### config.mk
export PLATFORM = sky130hd
export DESIGN_NAME = pipe_stage_skid_flat
export DESIGN_NICKNAME = d
export VERILOG_FILES = /design/src/rtl/pipe_stage_skid_if.sv /design/src/rtl/pipe_stage_skid.sv /design/src/flat_wrapper.sv
export SDC_FILE = /design/constraint.sdc
export NUM_CORES = 1
export LEC_CHECK = 0
export CORE_MARGIN = 2
export CORE_UTILIZATION = 50
export CTS_CLUSTER_DIAMETER = 80
export DETAILED_ROUTE_END_ITERATION = 8
export GPL_TIMING_DRIVEN = 0
export PLACE_DENSITY = 0.79
export SLEW_MARGIN = 30
export SYNTH_ARGS = -nofsm -noshare
export SYNTH_HDL_FRONTEND = slang
export SYNTH_SLANG_ARGS = --single-unit
### constraint.sdc
create_clock -name clk -period 2.75 [get_ports clk]
set_input_delay 0.55 -clock clk [delete_from_list [all_inputs] [get_ports clk]]
set_output_delay 0.55 -clock clk [all_outputs]
set_load 0.01 [all_outputs]
### src/rtl/pipe_stage_skid_if.sv
// Handshake bundle for pipe_stage_skid: upstream (in_*) and downstream (out_*) channels.
// slave is the stage's view; master is the surrounding pipeline's view.
interface pipe_stage_skid_if #(
   parameter int unsigned WIDTH = 32
);
   logic             in_valid;
   logic             in_ready;
   logic [WIDTH-1:0] in_data;
   logic             out_valid;
   logic             out_ready;
   logic [WIDTH-1:0] out_data;

   modport slave (
      input  in_valid,
      input  in_data,
      input  out_ready,
      output in_ready,
      output out_valid,
      output out_data
   );

   modport master (
      output in_valid,
      output in_data,
      output out_ready,
      input  in_ready,
      input  out_valid,
      input  out_data
   );
endinterface

### src/rtl/pipe_stage_skid.sv
// Pipeline stage register with valid/ready handshake, 2-entry skid buffer and sync flush.
// Optional perf counters (stall_cnt, xfer_cnt) are built when PIPE_STAGE_PERF_EN is defined.
module pipe_stage_skid #(
   parameter int unsigned      WIDTH     = 32,
   parameter logic [WIDTH-1:0] RESET_VAL = '0,
   parameter int unsigned      CNT_WIDTH = 32
) (
   input  logic                 clk,
   input  logic                 rst,
   input  logic                 flush,
   pipe_stage_skid_if.slave     bus
`ifdef PIPE_STAGE_PERF_EN
   ,
   output logic [CNT_WIDTH-1:0] stall_cnt,
   output logic [CNT_WIDTH-1:0] xfer_cnt
`endif
);

   typedef enum logic [1:0] {
      EMPTY = 2'd0,
      ONE   = 2'd1,
      TWO   = 2'd2
   } state_t;

   state_t           state;
   logic [WIDTH-1:0] main_q;
   logic [WIDTH-1:0] skid_q;
   logic             out_valid_q;
   logic             in_ready_q;
   logic             in_fire;
   logic             out_fire;

   if (CNT_WIDTH < 1) begin : g_bad_cnt_width
      $error("pipe_stage_skid: CNT_WIDTH must be at least 1");
   end

   assign in_fire       = bus.in_valid & in_ready_q;
   assign out_fire      = out_valid_q & bus.out_ready;
   assign bus.in_ready  = in_ready_q;
   assign bus.out_valid = out_valid_q;
   assign bus.out_data  = main_q;

   // in_ready/out_valid are registered copies of the next state so no comb path crosses the stage.
   always_ff @(posedge clk or posedge rst) begin
      if (rst) begin
         state       <= EMPTY;
         main_q      <= RESET_VAL;
         skid_q      <= RESET_VAL;
         out_valid_q <= 1'b0;
         in_ready_q  <= 1'b0;
      end else if (flush) begin
         state       <= EMPTY;
         main_q      <= RESET_VAL;
         skid_q      <= RESET_VAL;
         out_valid_q <= 1'b0;
         in_ready_q  <= 1'b1;
      end else begin
         in_ready_q <= (state != TWO);
         unique case (state)
            EMPTY: begin
               if (in_fire) begin
                  main_q      <= bus.in_data;
                  state       <= ONE;
                  out_valid_q <= 1'b1;
               end
            end
            ONE: begin
               if (in_fire && out_fire) begin
                  main_q <= bus.in_data;
               end else if (in_fire) begin
                  skid_q     <= bus.in_data;
                  state      <= TWO;
                  in_ready_q <= 1'b0;
               end else if (out_fire) begin
                  state       <= EMPTY;
                  out_valid_q <= 1'b0;
               end
            end
            TWO: begin
               // Skid entry moves up behind the departing head, keeping FIFO order.
               if (out_fire) begin
                  main_q     <= skid_q;
                  state      <= ONE;
                  in_ready_q <= 1'b1;
               end
            end
            default: begin
               state       <= EMPTY;
               out_valid_q <= 1'b0;
               in_ready_q  <= 1'b1;
            end
         endcase
      end
   end

`ifdef PIPE_STAGE_PERF_EN
   // Saturating counters; flush leaves them untouched.
   always_ff @(posedge clk or posedge rst) begin
      if (rst) begin
         stall_cnt <= '0;
         xfer_cnt  <= '0;
      end else begin
         if (out_valid_q && !bus.out_ready && (stall_cnt != {CNT_WIDTH{1'b1}})) begin
            stall_cnt <= stall_cnt + CNT_WIDTH'(1);
         end
         if (out_fire && (xfer_cnt != {CNT_WIDTH{1'b1}})) begin
            xfer_cnt <= xfer_cnt + CNT_WIDTH'(1);
         end
      end
   end
`endif

endmodule
### src/flat_wrapper.sv
// flat-port wrapper written by rule: the top's interface ports become plain ports
module pipe_stage_skid_flat 
#(
   parameter int unsigned      WIDTH     = 32,
   parameter logic [WIDTH-1:0] RESET_VAL = '0,
   parameter int unsigned      CNT_WIDTH = 32
)
  (clk, rst, flush, bus_in_valid, bus_in_data, bus_out_ready, bus_in_ready, bus_out_valid, bus_out_data);
  pipe_stage_skid_if #(.WIDTH(WIDTH)) bus_i ();
  input  logic clk;
  input  logic rst;
  input  logic flush;
  input wire logic [$bits(bus_i.in_valid)-1:0] bus_in_valid;
  input wire logic [$bits(bus_i.in_data)-1:0] bus_in_data;
  input wire logic [$bits(bus_i.out_ready)-1:0] bus_out_ready;
  output wire logic [$bits(bus_i.in_ready)-1:0] bus_in_ready;
  output wire logic [$bits(bus_i.out_valid)-1:0] bus_out_valid;
  output wire logic [$bits(bus_i.out_data)-1:0] bus_out_data;
  assign bus_i.in_valid = bus_in_valid;
  assign bus_i.in_data = bus_in_data;
  assign bus_i.out_ready = bus_out_ready;
  assign bus_in_ready = bus_i.in_ready;
  assign bus_out_valid = bus_i.out_valid;
  assign bus_out_data = bus_i.out_data;
  pipe_stage_skid #(.WIDTH(WIDTH), .RESET_VAL(RESET_VAL), .CNT_WIDTH(CNT_WIDTH)) u_core (.clk(clk), .rst(rst), .flush(flush), .bus(bus_i));
endmodule
=== After elaboration in Yosys (flattened, before gate mapping) ===
Index checks and enable logic that the tools add are counted.

* Eq/ne operators: 12
* Mux-type cells: 26
* Bitwise logic cells: 2
* Reduce and logical (&&, ||, !) cells: 9

{| class="wikitable"
|+ Operators by type and width
! cell !! count
|-
| $mux W32 || 7
|-
| $pmux W32 S3 || 1
|-
| $mux W2 || 6
|-
| $ne A3 B2 Y1 const B || 4
|-
| $mux W1 || 9
|-
| $reduce_and A4 Y1 || 2
|-
| $ne A2 B2 Y1 const B || 3
|-
| $ne A3 B3 Y1 const B || 2
|-
| $pmux W1 S3 || 2
|-
| $pmux W2 S3 || 1
|-
| $reduce_and A5 Y1 || 1
|-
| $ne A4 B2 Y1 const B || 1
|-
| $reduce_bool A2 Y1 || 2
|-
| $reduce_bool A4 Y1 || 1
|-
| $reduce_and A3 Y1 || 1
|-
| $and A1 B1 Y1 || 2
|-
| $eq A2 B1 Y1 const B || 1
|-
| $eq A2 B2 Y1 const B || 1
|-
| $logic_not A2 Y1 || 1
|-
| $logic_and A1 B1 Y1 || 1
|}

* Flip-flop bits (word level): 68
* Bits of input ports: 37
* Word-level logic and storage cells: 54

=== Longest topological paths before layout ===
* Depth in word-level cells: 6
* Depth in mapped cells: 5

=== Least setup slack after synthesis ===
No wires, ideal clock.

* Kind: input port to flip-flop
* Start: input bus_in_valid
* End: register u_core.main_q[0], in the netlist u_core.bus.out_data[0]
* Arrival: 1.409 ns
* Path slack: 1.191 ns
* Cell stages on the path: 4
* Path buffers: 1
* Path through: nand2_1 o31ai_4 buf_4 a211oi_2

* Word-level cells in the longest chain between the ends: 4
* Elaborated cells on any way between the ends: 5

{| class="wikitable"
|+ RTL lines
! item !! RTL line !! source
|-
| start, declared || flat_wrapper.sv:13 || <nowiki>input wire logic [$bits(bus_i.in_valid)-1:0] bus_in_valid;</nowiki>
|-
| $and A1 B1 Y1 * || pipe_stage_skid.sv:37 || <nowiki>assign in_fire = bus.in_valid & in_ready_q;</nowiki>
|-
| $logic_and A1 B1 Y1 || pipe_stage_skid.sv:68 || <nowiki>if (in_fire && out_fire) begin</nowiki>
|-
| $ne A3 B2 Y1 (no source line) || n/a ||
|-
| $reduce_and A4 Y1 (no source line) * || n/a ||
|-
| end signal, assigned || pipe_stage_skid.sv:62 || <nowiki>main_q <= bus.in_data;</nowiki>
|-
| end signal, assigned || pipe_stage_skid.sv:69 || <nowiki>main_q <= bus.in_data;</nowiki>
|-
| end signal, assigned || pipe_stage_skid.sv:82 || <nowiki>main_q <= skid_q;</nowiki>
|-
| end, declared || pipe_stage_skid.sv:26 || <nowiki>logic [WIDTH-1:0] main_q;</nowiki>
|}

Every way passes the cells marked *; elsewhere a longest branch is shown, timed or not.
A chain may end at the register's enable or synchronous reset.

=== Worst setup path after layout ===
* Start: input bus_out_ready
* End: register u_core.skid_q[2]

* Word-level cells in the longest chain between the ends: 4

{| class="wikitable"
|+ RTL lines
! item !! RTL line !! source
|-
| start, declared || flat_wrapper.sv:15 || <nowiki>input wire logic [$bits(bus_i.out_ready)-1:0] bus_out_ready;</nowiki>
|-
| $and A1 B1 Y1 || pipe_stage_skid.sv:38 || <nowiki>assign out_fire = out_valid_q & bus.out_ready;</nowiki>
|-
| $logic_and A1 B1 Y1 || pipe_stage_skid.sv:68 ||
|-
| $ne A2 B2 Y1 (no source line) || n/a ||
|-
| $reduce_and A3 Y1 (no source line) || n/a ||
|-
| end signal, assigned || pipe_stage_skid.sv:71 || <nowiki>skid_q <= bus.in_data;</nowiki>
|-
| end, declared || pipe_stage_skid.sv:27 || <nowiki>logic [WIDTH-1:0] skid_q;</nowiki>
|}

Every way passes these cells.

==> results.toml <==
[synth]
synth_top_area_share_pct = 53.23
ys_seq_area_share_pct = 53.23
async_flop_share_pct = 100.0
synthFlopType = "dfrtp_1"
yosys_warnings = 0
ys_seq_elements = 68
syn_avg_cell_area_um2 = 10.52
ys_top_cells_by_count = "dfrtp_1, nand2_1, nor2_1, a21oi_1, mux2i_1"
synth_area_leader_cell = "dfrtp_1"
syn_area_um2 = 3197
synthTopCellsByArea = "dfrtp_1, a211oi_2, mux2i_1, nand2_1, a21oi_1"
syn-num-nets = 341
synth_edf_count = 0
syn_inst = 304
synthMostInstantiatedCell = "dfrtp_1"
synth.distinct_cells = 23

[final_layout]
instances_no_fill = 466
area_growth_pct = 31.19
nNetsFinal = 422
drive_above_1_share_pct = 15.17
diodes = 0

[critical_path]
crit_path_start_kind = "input port"
required_ps = 2960
reg2regPathDepth = 5
critPathMaxFanout = 10
reg2reg_to = "u_core.skid_q[2]"
path_class = "input port to flop"
arrival_ps = 2310
r2r_slack_ps = 880
crit_path_end_kind = "flop"
r2r-start = "u_core.bus.out_valid"

[run]
max_cap_violations = 0

[clocking]
cts_buffer_depth = 2
h-tree-depth = 3
cts_setup_buffers = 0
clock_latency_ps = 350
cts_buffers = 9
cts.clk_slew.worst_paths_ps = 70
ctsResizeCount = 0
root_buffer = "clkbuf_8"
cts_tree = "built"
clock-sinks = 68
cts_hold_buf = 0

[placed_design]
port_buffers = 69
gp_congestion = 0.8924
dp_hpwl_mm = 5.208
dpl.cell_count = 451

[floorplanning]
rows = 29
dieArea_um2 = 7049
initial_core_util_pct = 50.93
coreArea_um2 = 6277
fp.dieW_um = 83.96
io_pins = 71
fp.dieH_um = 83.96

[drt]
avgViaCountPerCell = 5.457
drcViolationCount = 0
dr.pass1.iters = 4
antenna_left = 0
routed_wl_mm = 7.461
vias = 2543
wl_per_cell_um = 16.01
drt-initial-drc-count = 202

[power_and_ir_drop]
p_leak_nw = 1.919
power_frac_seq_pct = 44.3
switchingPower_mw = 0.7691
swShare_pct = 29.38
max-vdd-ir-drop_mv = 0.3095
finalPower_mw = 2.617
combPwrFrac_pct = 26.0
cellInternalPower_mw = 1.848
power_density_nw_per_um2 = 624.1
p_clk_share_pct = 29.8

[global_route]
grt_max_degree = 42
grt_use_total_pct = 22.86
grt_pass1_vias = 2699
grt-ovfl-total = 0
grt_pass1_wl_mm = 12.65
antenna_found_initial = 0

[worst_hold_path]
hp-start = "u_core.skid_q[3]"
holdPathEnd = "u_core.skid_q[3]"
hp-class = "flop to flop"
hold-path-cell-count = 2

[run_status]
status = "finished clean"

[timing]
finalClockSkew_ps = 8.128
holdWs_ps = 522.5
rsz0062_at_grt = "no"
tightest_slew_ps = 742.6
slew_violations = 0
slew_headroom_pct = 50.49
finalSetupViolations = 0
period_needed_ps = 2098
max_freq_mhz = 476.6
finalCritPeriodShare_pct = 76.30
finalHoldViolCount = 0
==> worst max-delay path by stage <==
stage                              to  depth (start not counted)  slack, ps     startpoint
3_3_place_gp   u_core.bus.out_data[1]                          2       -660            rst
5_1_grt              u_core.skid_q[7]                          6        530  bus_out_ready
4_1_cts              u_core.skid_q[2]                          6        700  bus_out_ready
2_1_floorplan     u_core.bus.in_ready                          1        490            rst
6_report             u_core.skid_q[2]                          6        650  bus_out_ready
3_5_place_dp         u_core.skid_q[2]                          6        330  bus_out_ready
==> per-layer routing <==
layer	vias up	part of all wire [%]	track usage (%)
li1	1201	-	-
met1	1254	44	29.52
met2	73	49	36.58
met3	15	4.2	5.045
met4	0	2.0	11.00
met5	-	0	0
==> final cells by class <==
type | count | area, um2
flip-flops and latches | 68 | 1702
inverters | 4 | 17.52
clock inverters | 1 | 5.005
multi-input cells | 209 | 1353
well taps | 77 | 96.34
repair buffers | 70 | 710.7
fillers | 511 | 2083
plain buffers | 23 | 127.6
clock buffers | 14 | 182.7
==> power by group through the flow <==
stage | Sequential, mW | Combinational (mW) | Clock, mW
2_1_floorplan | 1.20 | 0.361 | 0
3_3_place_gp | 1.17 | 0.663 | 0
3_5_place_dp | 1.18 | 0.683 | 0
4_1_cts | 1.16 | 0.686 | 0.795
5_1_grt | 1.17 | 0.741 | 0.833
6_report | 1.16 | 0.680 | 0.779
==> worst max-delay path, stage by stage <==
cell and delay [ps]:
clkdlybuf4s50_1 490, a21boi_2 310, nand4_1 350, clkbuf_1 360
nand2_1 170, a21oi_1 80
==> cells in the final DEF (no fill, tap or decap), types with 2 or more instances in the layout <==
cell | netlist | layout
a211oi_2 | 28 | 28
buf_6 | 3 | 3
clkdlybuf4s50_1 | 0 | 69
nand2_1 | 66 | 66
clkbuf_1 | 11 | 12
buf_4 | 3 | 3
a211oi_1 | 4 | 4
a21o_1 | 2 | 2
buf_2 | 6 | 6
mux2i_1 | 32 | 32
clkbuf_8 | 0 | 13
inv_1 | 4 | 3
a21oi_1 | 33 | 33
nor2_1 | 34 | 34
dfrtp_1 | 68 | 68
==> flip-flops by register name, summed over array words and instances (netlist names) <==
signal	cells
u_core.bus.in_ready	1
u_core.bus.out_data	32
u_core.bus.out_valid	1
u_core.skid_q	32
u_core.state	2
==> through the flow <==
stage | TNS (ps) | util [%] | setup slack, ps | area, um2
final | 0 | 66.81 | 651.6 | 4194
after global routing | 0 | 66.81 | 532.7 | 4194
after CTS | 0 | 66.81 | 699.9 | 4194
after detailed placement | 0 | 63.82 | 329.9 | 4006
after global placement | -44670 | 63.46 | -659.5 | 3984
after floorplan | 0 | - | 488.5 | 3197
==> logic make-up (layout without fill, tap and decap cells) <==
family                    after synthesis  count (layout)  synth area share (%)
AOI/OAI and AO/OA                      72              72                 19.22
xor gates and xnor gates                1               1                0.2740
buffers and inverters                  27             112                 4.462
DFF                                    68              68                 53.23
muxes                                  32              32                 10.02
and+or+nand+nor                       104             104                 12.80
Note: power is estimated with default switching activity, not from simulation.
